===== src/rtl/cdb_arbiter_pkg.sv =====
// Shared CPU types for the Common Data Bus: tag/data broadcast record,
// the idle tag, and the functional-unit numbering used by the CDB arbiter.
package cpu_types;

    localparam int TAG_W = 5;

    typedef logic [TAG_W-1:0] RS_tag_type;

    localparam RS_tag_type INVALID = '0;

    typedef struct packed {
        RS_tag_type  tag;
        logic [31:0] data;
    } cdb_t;

    localparam int CDB_N_FU = 4;

    localparam int FU_ALU   = 0;
    localparam int FU_LOAD  = 1;
    localparam int FU_STORE = 2;
    localparam int FU_BR    = 3;

    localparam cdb_t CDB_IDLE = '{tag: INVALID, data: 32'd0};

    function automatic logic is_idle(input cdb_t c);
        return c.tag == INVALID;
    endfunction

endpackage


===== src/rtl/cdb_arbiter_if.sv =====
// Handshake bundle between the functional units (master) and the CDB arbiter (slave).
interface cdb_arbiter_if import cpu_types::*; #(
    parameter int N_FU = CDB_N_FU
) ();

    logic [N_FU-1:0] req_valid;
    cdb_t            req [N_FU];
    logic            flush;
    logic [N_FU-1:0] grant;
    cdb_t            cdb_out;
    logic            cdb_stall;

    modport master (
        output req_valid,
        output req,
        output flush,
        input  grant,
        input  cdb_out,
        input  cdb_stall
    );

    modport slave (
        input  req_valid,
        input  req,
        input  flush,
        output grant,
        output cdb_out,
        output cdb_stall
    );

endinterface


===== src/rtl/cdb_arbiter_rr.sv =====
// Combinational round-robin picker: the first set request at or after ptr,
// wrapping modulo N (not 2**PW). Reusable for issue-queue selection.
module rr_arbiter #(
    parameter  int N  = 4,
    localparam int PW = $clog2(N)
) (
    input  logic [N-1:0]  req,
    input  logic [PW-1:0] ptr,
    output logic [N-1:0]  gnt,
    output logic [PW-1:0] gnt_idx
);

    logic [PW:0] cand;
    logic        found;

    always_comb begin
        gnt     = '0;
        gnt_idx = '0;
        found   = 1'b0;
        cand    = '0;
        for (int k = 0; k < N; k++) begin
            // ptr < N, so one conditional subtract is enough to wrap
            cand = {1'b0, ptr} + (PW+1)'(k);
            if (cand >= (PW+1)'(N)) begin
                cand = cand - (PW+1)'(N);
            end
            if (!found && req[cand[PW-1:0]]) begin
                found                = 1'b1;
                gnt[cand[PW-1:0]]    = 1'b1;
                gnt_idx              = cand[PW-1:0];
            end
        end
    end

endmodule


===== src/rtl/cdb_arbiter.sv =====
// Common Data Bus arbiter: one round-robin winner per cycle, registered onto
// cdb_out for a single cycle; losers hold and see cdb_stall.
module cdb_arbiter import cpu_types::*; #(
    parameter  int N_FU  = CDB_N_FU,
    localparam int PTR_W = $clog2(N_FU)
) (
    input  logic         clk,
    input  logic         rst_n,
    cdb_arbiter_if.slave bus
);

    logic [PTR_W-1:0] ptr_reg;
    logic [PTR_W-1:0] ptr_next;
    logic [PTR_W-1:0] gnt_idx;
    logic [N_FU-1:0]  req_eff;
    logic [N_FU-1:0]  gnt;
    logic [N_FU-1:0]  req_bad;
    logic             transfer;

    // A squash hides every request, so nothing is granted and nobody stalls.
    assign req_eff = bus.flush ? '0 : bus.req_valid;

    rr_arbiter #(.N(N_FU)) u_rr (
        .req     (req_eff),
        .ptr     (ptr_reg),
        .gnt     (gnt),
        .gnt_idx (gnt_idx)
    );

    assign bus.grant = gnt;
    assign transfer  = |gnt;

    always_comb begin
        ptr_next = ptr_reg;
        if (transfer) begin
            ptr_next = (gnt_idx == PTR_W'(N_FU-1)) ? '0 : gnt_idx + PTR_W'(1);
        end
    end

    always_ff @(posedge clk or negedge rst_n) begin
        if (!rst_n) begin
            ptr_reg       <= '0;
            bus.cdb_out   <= CDB_IDLE;
            bus.cdb_stall <= 1'b0;
        end else begin
            ptr_reg <= ptr_next;
            // A malformed (INVALID-tag) request is drained but leaves the bus idle.
            if (transfer && !is_idle(bus.req[gnt_idx])) begin
                bus.cdb_out <= bus.req[gnt_idx];
            end else begin
                bus.cdb_out <= CDB_IDLE;
            end
            bus.cdb_stall <= ($countones(req_eff) > int'(transfer));
        end
    end

    for (genvar gi = 0; gi < N_FU; gi++) begin : g_bad
        assign req_bad[gi] = bus.req_valid[gi] && (bus.req[gi].tag == INVALID);
    end

    a_no_invalid_tag: assert property (@(posedge clk) disable iff (!rst_n) req_bad == '0)
        else $error("cdb_arbiter: valid request carries INVALID tag (0x%0h)", req_bad);

endmodule

===== src/flat_wrapper.sv =====
// flat-port wrapper written by rule: the top's interface ports become plain ports
module cdb_arbiter_flat import cpu_types::*;
#(
    parameter  int N_FU  = CDB_N_FU,
    localparam int PTR_W = $clog2(N_FU)
)
  (clk, rst_n, bus_req_valid, bus_req, bus_flush, bus_grant, bus_cdb_out, bus_cdb_stall);
  cdb_arbiter_if #(.N_FU(N_FU)) bus_i ();
  input  logic clk;
  input  logic rst_n;
  input wire logic [$bits(bus_i.req_valid)-1:0] bus_req_valid;
  input wire logic [$bits(bus_i.req)-1:0] bus_req;
  input wire logic [$bits(bus_i.flush)-1:0] bus_flush;
  output wire logic [$bits(bus_i.grant)-1:0] bus_grant;
  output wire logic [$bits(bus_i.cdb_out)-1:0] bus_cdb_out;
  output wire logic [$bits(bus_i.cdb_stall)-1:0] bus_cdb_stall;
  assign bus_i.req_valid = bus_req_valid;
  assign bus_i.req = {>>{bus_req}};
  assign bus_i.flush = bus_flush;
  assign bus_grant = bus_i.grant;
  assign bus_cdb_out = bus_i.cdb_out;
  assign bus_cdb_stall = bus_i.cdb_stall;
  cdb_arbiter #(.N_FU(N_FU)) u_core (.clk(clk), .rst_n(rst_n), .bus(bus_i));
endmodule

===== config.mk =====
export PLATFORM = sky130hd
export DESIGN_NAME = cdb_arbiter_flat
export DESIGN_NICKNAME = d
export VERILOG_FILES = /design/src/rtl/cdb_arbiter_pkg.sv /design/src/rtl/cdb_arbiter_if.sv /design/src/rtl/cdb_arbiter_rr.sv /design/src/rtl/cdb_arbiter.sv /design/src/flat_wrapper.sv
export SDC_FILE = /design/constraint.sdc
export NUM_CORES = 1
export LEC_CHECK = 0
export ABC_AREA = 1
export ABC_CLOCK_PERIOD_IN_PS = 8500
export CORE_ASPECT_RATIO = 1.1
export CORE_MARGIN = 1
export CORE_UTILIZATION = 24
export CTS_CLUSTER_SIZE = 10
export DETAILED_ROUTE_END_ITERATION = 7
export MAX_ROUTING_LAYER = met4
export PLACE_DENSITY = 0.65
export SLEW_MARGIN = 15
export SYNTH_ARGS = -nofsm -noshare
export SYNTH_HDL_FRONTEND = slang
export SYNTH_HIERARCHICAL = 1
export SYNTH_SLANG_ARGS = --single-unit

===== constraint.sdc =====
create_clock -name clk -period 8.5 [get_ports clk]
set_clock_uncertainty 0.15 [all_clocks]
set_input_delay 1.7 -clock clk [delete_from_list [all_inputs] [get_ports clk]]
set_output_delay 1.7 -clock clk [all_outputs]
set_load 0.005 [all_outputs]

== After elaboration in Yosys (flattened, before gate mapping) ==
Cells that the tools add are included.
Storage, ports and cells
  bits in registers: 40
  input port bits: 155
  output and inout port bits: 42
Operators by class
  add/subtract/negate cells: 11
  magnitude comparators: 14
  equality and inequality tests: 1
  multiplexer cells: 37
  bitwise operators: 4
  reductions and logical operators: 14
Operators with widths (count)
  $mux 37: 3
  $bmux 37 s2: 1
  $add 32x32->32: 1
  $gt 32x2->1: 1
  $mux 4: 5
  $mux 2: 9
  $ge 3x3->1 const B: 4
  $lt 2x3->1 const B: 4
  $or 4x4->4: 3
  $mux 1: 11
  $bmux 1 s2: 4
  $demux 1 s2: 4
  $ge 2x1->1 const B: 4
  $logic_and 1x1->1: 8
  $sub 2x1->2 const B: 4
  $add 2x2->3 const B: 2
  $logic_not 5->1: 1
  $add 1x1->2: 2
  $logic_not 1->1: 4
  $reduce_or 4->1: 1
  $add 2x1->3 const B: 1
  $ge 2x3->1 const B: 1
  $not 2->3: 1
  $add 2x1->2 const B: 1
  $eq 2x2->1 const B: 1

== Depth between registers and ports, before layout ==
  depth in word-level cells: 22
  gate-level depth with buffers: 19
  gate-level depth less buffers: 17

== Hierarchy ==
Netlist, hierarchy kept.
By module, submodules not included
  cdb_arbiter: instances 1, cells each 367, area an instance 2607.5 um2
  rr_arbiter: instances 1, cells each 82, area an instance 476.7 um2

== Worst setup path before layout ==
Ideal clock, no wire load.
  path kind: input -> output
  start: input bus_req_valid[0]
  end: output bus_grant[1]
  arrival: 2620 ps
  slack: 4030 ps
  cell stages on the path: 9
  buffers on the path: 0
  path through: inv_1 -> nor2_1 -> nand2_4 -> nand2_2 -> nand2_4 -> nand2_4 -> nor2_2 -> a21oi_1 -> nand3_1
Between the ends
  word-level cells in the longest chain between the ends: 13
  elaborated cells on any way between the ends: 25
Ends and longest elaborated chain
  from (decl): line flat_wrapper.sv:11  | input wire logic [$bits(bus_i.req_valid)-1:0] bus_req_valid;
  $mux 4 *: line cdb_arbiter.sv:21  | assign req_eff = bus.flush ? '0 : bus.req_valid;
  via u_core.req_eff[0]: line cdb_arbiter.sv:15  | logic [N_FU-1:0] req_eff;
  $bmux 1 s2: line cdb_arbiter_rr.sv:27  | if (!found && req[cand[PW-1:0]]) begin
  $mux 1 (implied by the code): line cdb_arbiter_rr.sv:27
  $mux 1: line cdb_arbiter_rr.sv:27
  $logic_not 1->1: line cdb_arbiter_rr.sv:27
  $logic_and 1x1->1: line cdb_arbiter_rr.sv:27
  $mux 1: line cdb_arbiter_rr.sv:27
  $logic_not 1->1: line cdb_arbiter_rr.sv:27
  $logic_and 1x1->1: line cdb_arbiter_rr.sv:27
  $mux 1: line cdb_arbiter_rr.sv:27
  $logic_not 1->1: line cdb_arbiter_rr.sv:27
  $logic_and 1x1->1: line cdb_arbiter_rr.sv:27
  $mux 4 *: line cdb_arbiter_rr.sv:27
  to (decl): line flat_wrapper.sv:14  | output wire logic [$bits(bus_i.grant)-1:0] bus_grant;
Mark *: on every way through the listed nets, which the timed path passes. The rest lies on a longest branch. The select of a mux whose other input is x is not followed.

== Final worst setup path ==
  start: input bus_flush
  end: register u_core/bus.cdb_out[2] (netlist name)
Between the ends
  word-level cells in the longest chain between the ends: 21
  elaborated cells on any way between the ends: 38
Ends and longest elaborated chain
  from (decl): line flat_wrapper.sv:13  | input wire logic [$bits(bus_i.flush)-1:0] bus_flush;
  $mux 4 *: line cdb_arbiter.sv:21
  via u_core.req_eff[0]: line cdb_arbiter.sv:15
  $bmux 1 s2: line cdb_arbiter_rr.sv:27
  $mux 1 (implied by the code): line cdb_arbiter_rr.sv:27
  $mux 1: line cdb_arbiter_rr.sv:27
  $logic_not 1->1: line cdb_arbiter_rr.sv:27
  $logic_and 1x1->1: line cdb_arbiter_rr.sv:27
  $mux 1: line cdb_arbiter_rr.sv:27
  (+6 left out)
  via u_core.gnt_idx[0]: line cdb_arbiter.sv:14  | logic [PTR_W-1:0] gnt_idx;
  $not 2->3 (implied by the code) *: line cdb_arbiter.sv:48, cdb_arbiter.sv:49
  $bmux 37 s2 *: line cdb_arbiter.sv:48, cdb_arbiter.sv:49
  $mux 37 (implied by the code) * (2 in series): line cdb_arbiter.sv:48, cdb_arbiter.sv:49
  $logic_not 5->1: line cdb_arbiter_pkg.sv:26  | return c.tag == INVALID;
  $logic_not 1->1: line cdb_arbiter.sv:48  | if (transfer && !is_idle(bus.req[gnt_idx])) begin
  $logic_and 1x1->1: line cdb_arbiter.sv:48
  $mux 37 *: line cdb_arbiter.sv:48
Marked as above.
A chain may end at the register's enable or synchronous reset.

==> key figures <==
Placement
  • Placed Instance Area: 0.00511 sq mm
  • Port bufs: 196
  • Post-DP HPWL: 8.05 mm
  • Place WS: around 2200 ps
  • RePlAce Congestion: roughly 0.86
  • Dpl cells: 778

Synthesis
  • Dominant synthesized flop cell: dfrtp_1
  • Cell taking the most area after synthesis: dfrtp_1
  • Avg Inst Size Synth: 6.87 sq um
  • Compound-gate portion of the synthesized area: roughly 20%
  • Post-Synth XOR/XNOR Area: 0%
  • Syn_nets: 616
  • Post-Synth Simple-Gate Area: approximately 30%
  • Post-Syn Instances: 449
  • FF+latch count, synth: 40
  • Post-synthesis mux area share: 0%
  • Synth Cell Area: 0.00308 sq mm
  • Post-synth cell types: 26
  • Post-synthesis sequential area ratio: 32.5%
  • Synthesis Warnings: 6
  • Area contributors post-synth: dfrtp_1 32%, nor2_1 11%, o21ai_0 11%
  • Largest family of logic cells by synthesized area: simple AND/OR/NAND/NOR gates
  • Asr flop ratio synth: 100%
  • Number of synthesized flops with an enable pin: 0
  • Synth top area share: 32.5%
  • Adder-cell share of the synthesized area: 5.11%

Critical path
  • R2R Setup Slk: 3780 ps
  • Crit path capture type: register
  • Worst path arrival time: 5850 ps
  • Maximum fanout along the worst path: 77
  • Family with the most delay on the worst path: buffers and inverters
  • Slowest cell on crit path: inv_2
  • CP Data Required Time: 8510 ps
  • R2R Path End: u_core/bus.cdb_out[2]
  • CP startpoint kind: input port
  • CP Class: in -> reg
  • Worst path buffer plus inverter count: 5
  • CP cell instances: clkdlybuf4s50_1 -> nor2_1 -> inv_1 -> nand2_1 -> nand3_1 -> nand2_1 -> nand2_1 -> nor2_1 -> nor2_1 -> nor2_4 -> buf_4 -> inv_2 -> nand2_1 -> nand3_1 -> nand2_1 -> nand2_1 -> o21bai_4 -> buf_16 -> nor2_1
  • Delay of the slowest cell on the worst path: around 650 ps
  • R2r worst-path depth: 18
  • Crit-path most repeated cell: nand2_1
  • RR Startpoint: u_core/ptr_reg[0]

GRT
  • Gr usage total: between 10% and 20%
  • Global-route wire length before repair: 16.5 mm
  • Largest net degree at the start of global routing: 78
  • Initial antenna violation count: 0
  • Congestion Overflow GR: 0
  • Vias in the first global route: 3,536

Floorplan
  • # rows: 43
  • Io pins: 197
  • Core Footprint: 0.0126 sq mm
  • Die area: 0.0133 sq mm
  • Die H: 121 um
  • Initial core utilization: 24.5%
  • Die Width: 110 um

Power
  • Switching power total: 1.45 mW
  • Pwr Total: between 2 and 3 mW
  • Sw Ratio: between 50% and 60%
  • Power share of the clock group: 8.6%
  • Worst vdd ir: 0.511 mV
  • Combinational power share: about four fifths
  • Power density cells: between 500 and 600 mW/mm^2
  • Seq pwr share: 12.4%
  • Internal Pwr Total: approximately 1.3 mW
  • Leak Pwr: 2.35 nW

Clocking
  • Clk Latency, worst-skew pair: between 200 and 300 ps
  • Htree depth: 2
  • Cts bufs inserted: 5
  • Cts hold-fix bufs: 0
  • CTS clk-pin slew, worst paths: 60 ps
  • Clock Sinks: 40
  • Postcts setup bufs: 0
  • TritonCTS clock tree: yes
  • Clock tree buffer depth: 2
  • Root Buffer: clkbuf_16
  • Post-CTS Resized: 0

STA
  • Fin. Hold Viols: 0
  • PnR worst setup slack: 2660 ps
  • Setup violators final: 0
  • Max Fclk: between 150 and 200 MHz
  • Period utilisation layout: between 60% and 70%
  • Slew Limit Fails: 0
  • Setup_tns: 0 ps
  • Min Tclk post-route: 5840 ps
  • Worst slew margin: 24.1%
  • Worst slew pin tran: 1140 ps
  • RSZ-0062 raised after global routing: false

Routing
  • Drt wl/cell: 13.9 um
  • Post-route DRC: 0
  • Iter 0 DRT Violations: 276
  • Routed Antenna Nets: 0
  • Router iterations before antenna repair: 5
  • Vias/cell: between 4 and 5
  • Detailed-route wire length: 10.9 mm
  • Vias: 3,669

Hold path
  • Worst hold endpoint: u_core/ptr_reg[1]
  • Hold Path Class: reg -> reg
  • Hold Path Origin: u_core/ptr_reg[1]
  • Worst Hold Depth: 2

Final layout
  • Share of layout cells above drive strength 1: approximately 7.5%
  • Area growth, synth to finish: 72.5%
  • Final instance area: 0.00532 sq mm
  • Non-filler cells, final: 786
  • Antenna fix cells: 0
  • Number of flip-flops under the largest register name: 37
  • Layout net count: 796

Job
  • Max-cap violations: 0

Status
  • Status: completed
[worst min-delay path: cells and delay by family, from the launching register on]
family | cells | cell delay (ps)
flops | 1 | 490
simple gates | 2 | 150
[synthesized netlist by cell type, types with 5 or more instances]
| cell | n |
|---|---|
| clkbuf_1 | 14 |
| dfrtp_1 | 40 |
| o21ai_0 | 65 |
| nand3_1 | 33 |
| ha_1 | 11 |
| nor2_2 | 21 |
| buf_6 | 7 |
| buf_2 | 6 |
| a21oi_1 | 5 |
| inv_1 | 53 |
| nand2_1 | 47 |
| nor2_1 | 92 |
| o22ai_1 | 32 |
[layer usage]
metal	up-vias	wire length, um	GRT usage [%]
met5	-	0	-
met4	0	224	5.17
met3	16	856	3.06
met2	180	5380	27.9
met1	1663	4450	19.3
li1	1810	-	-
[worst max-delay path by stage]
| stage | startpoint | endpoint | slack, ps | cells past startpoint |
|---|---|---|---|---|
| 2_1_floorplan | bus_req_valid[0] | bus_grant[1] | 4030 | 9 |
| 3_3_place_gp | bus_flush | u_core/bus.cdb_out[32] | 2330 | 18 |
| 3_5_place_dp | bus_flush | u_core/bus.cdb_out[2] | 2170 | 18 |
| 4_1_cts | bus_flush | u_core/bus.cdb_out[2] | 2450 | 18 |
| 5_1_grt | bus_flush | u_core/bus.cdb_out[2] | 2220 | 19 |
| 6_report | bus_flush | u_core/bus.cdb_out[2] | 2660 | 19 |
[power groups by stage]
stage          clock [mW]  combinational, mW  sequential, mW
4_1_cts             0.245               2.14           0.344
5_1_grt             0.253               2.46           0.351
2_1_floorplan           0               1.59           0.348
3_3_place_gp            0               2.09           0.346
6_report            0.239               2.19           0.343
3_5_place_dp            0               2.14           0.347
[per-stage QoR]
step / util, % / hold WS (ps)
2_1_floorplan: - / 400
4_1_cts: 42.0 / 536
3_3_place_gp: 40.6 / 520
6_report: 42.2 / 540
5_1_grt: 42.2 / 590
3_5_place_dp: 40.6 / 532
[cell usage in the layout (no fill, tap or decap), types with 2 or more instances in the layout]
master / netlist / layout
nand3_1: 33 / 33
dfrtp_1: 40 / 40
o21ai_1: 2 / 2
o21ai_0: 65 / 65
ha_1: 11 / 11
clkdlybuf4s50_1: 0 / 195
bufinv_16: 0 / 2
nor2_2: 21 / 21
nand2_2: 4 / 4
a21boi_0: 4 / 4
buf_4: 0 / 3
a21oi_1: 5 / 5
nand2_4: 3 / 3
clkbuf_16: 0 / 5
o22ai_1: 32 / 32
inv_1: 53 / 53
nor2_1: 92 / 91
nand2_1: 47 / 47
o31ai_1: 2 / 2
[cell type report]
cell class	instances	area (sq um)
Clock buffer	5	125
Fill cell	1306	7270
Sequential cell	40	1000
Inverter	56	215
Multi-Input combinational cell	326	1710
Timing Repair Buffer	200	2010
Tap cell	157	196
Clock inverter	2	60.1
[cell families after synthesis]
kind of cell | after synthesis
simple gates | 203
fa+ha+maj | 12
flops | 40
buf+inv | 83
compound gates | 111
No activity file was read; power rests on OpenSTA's default activity.
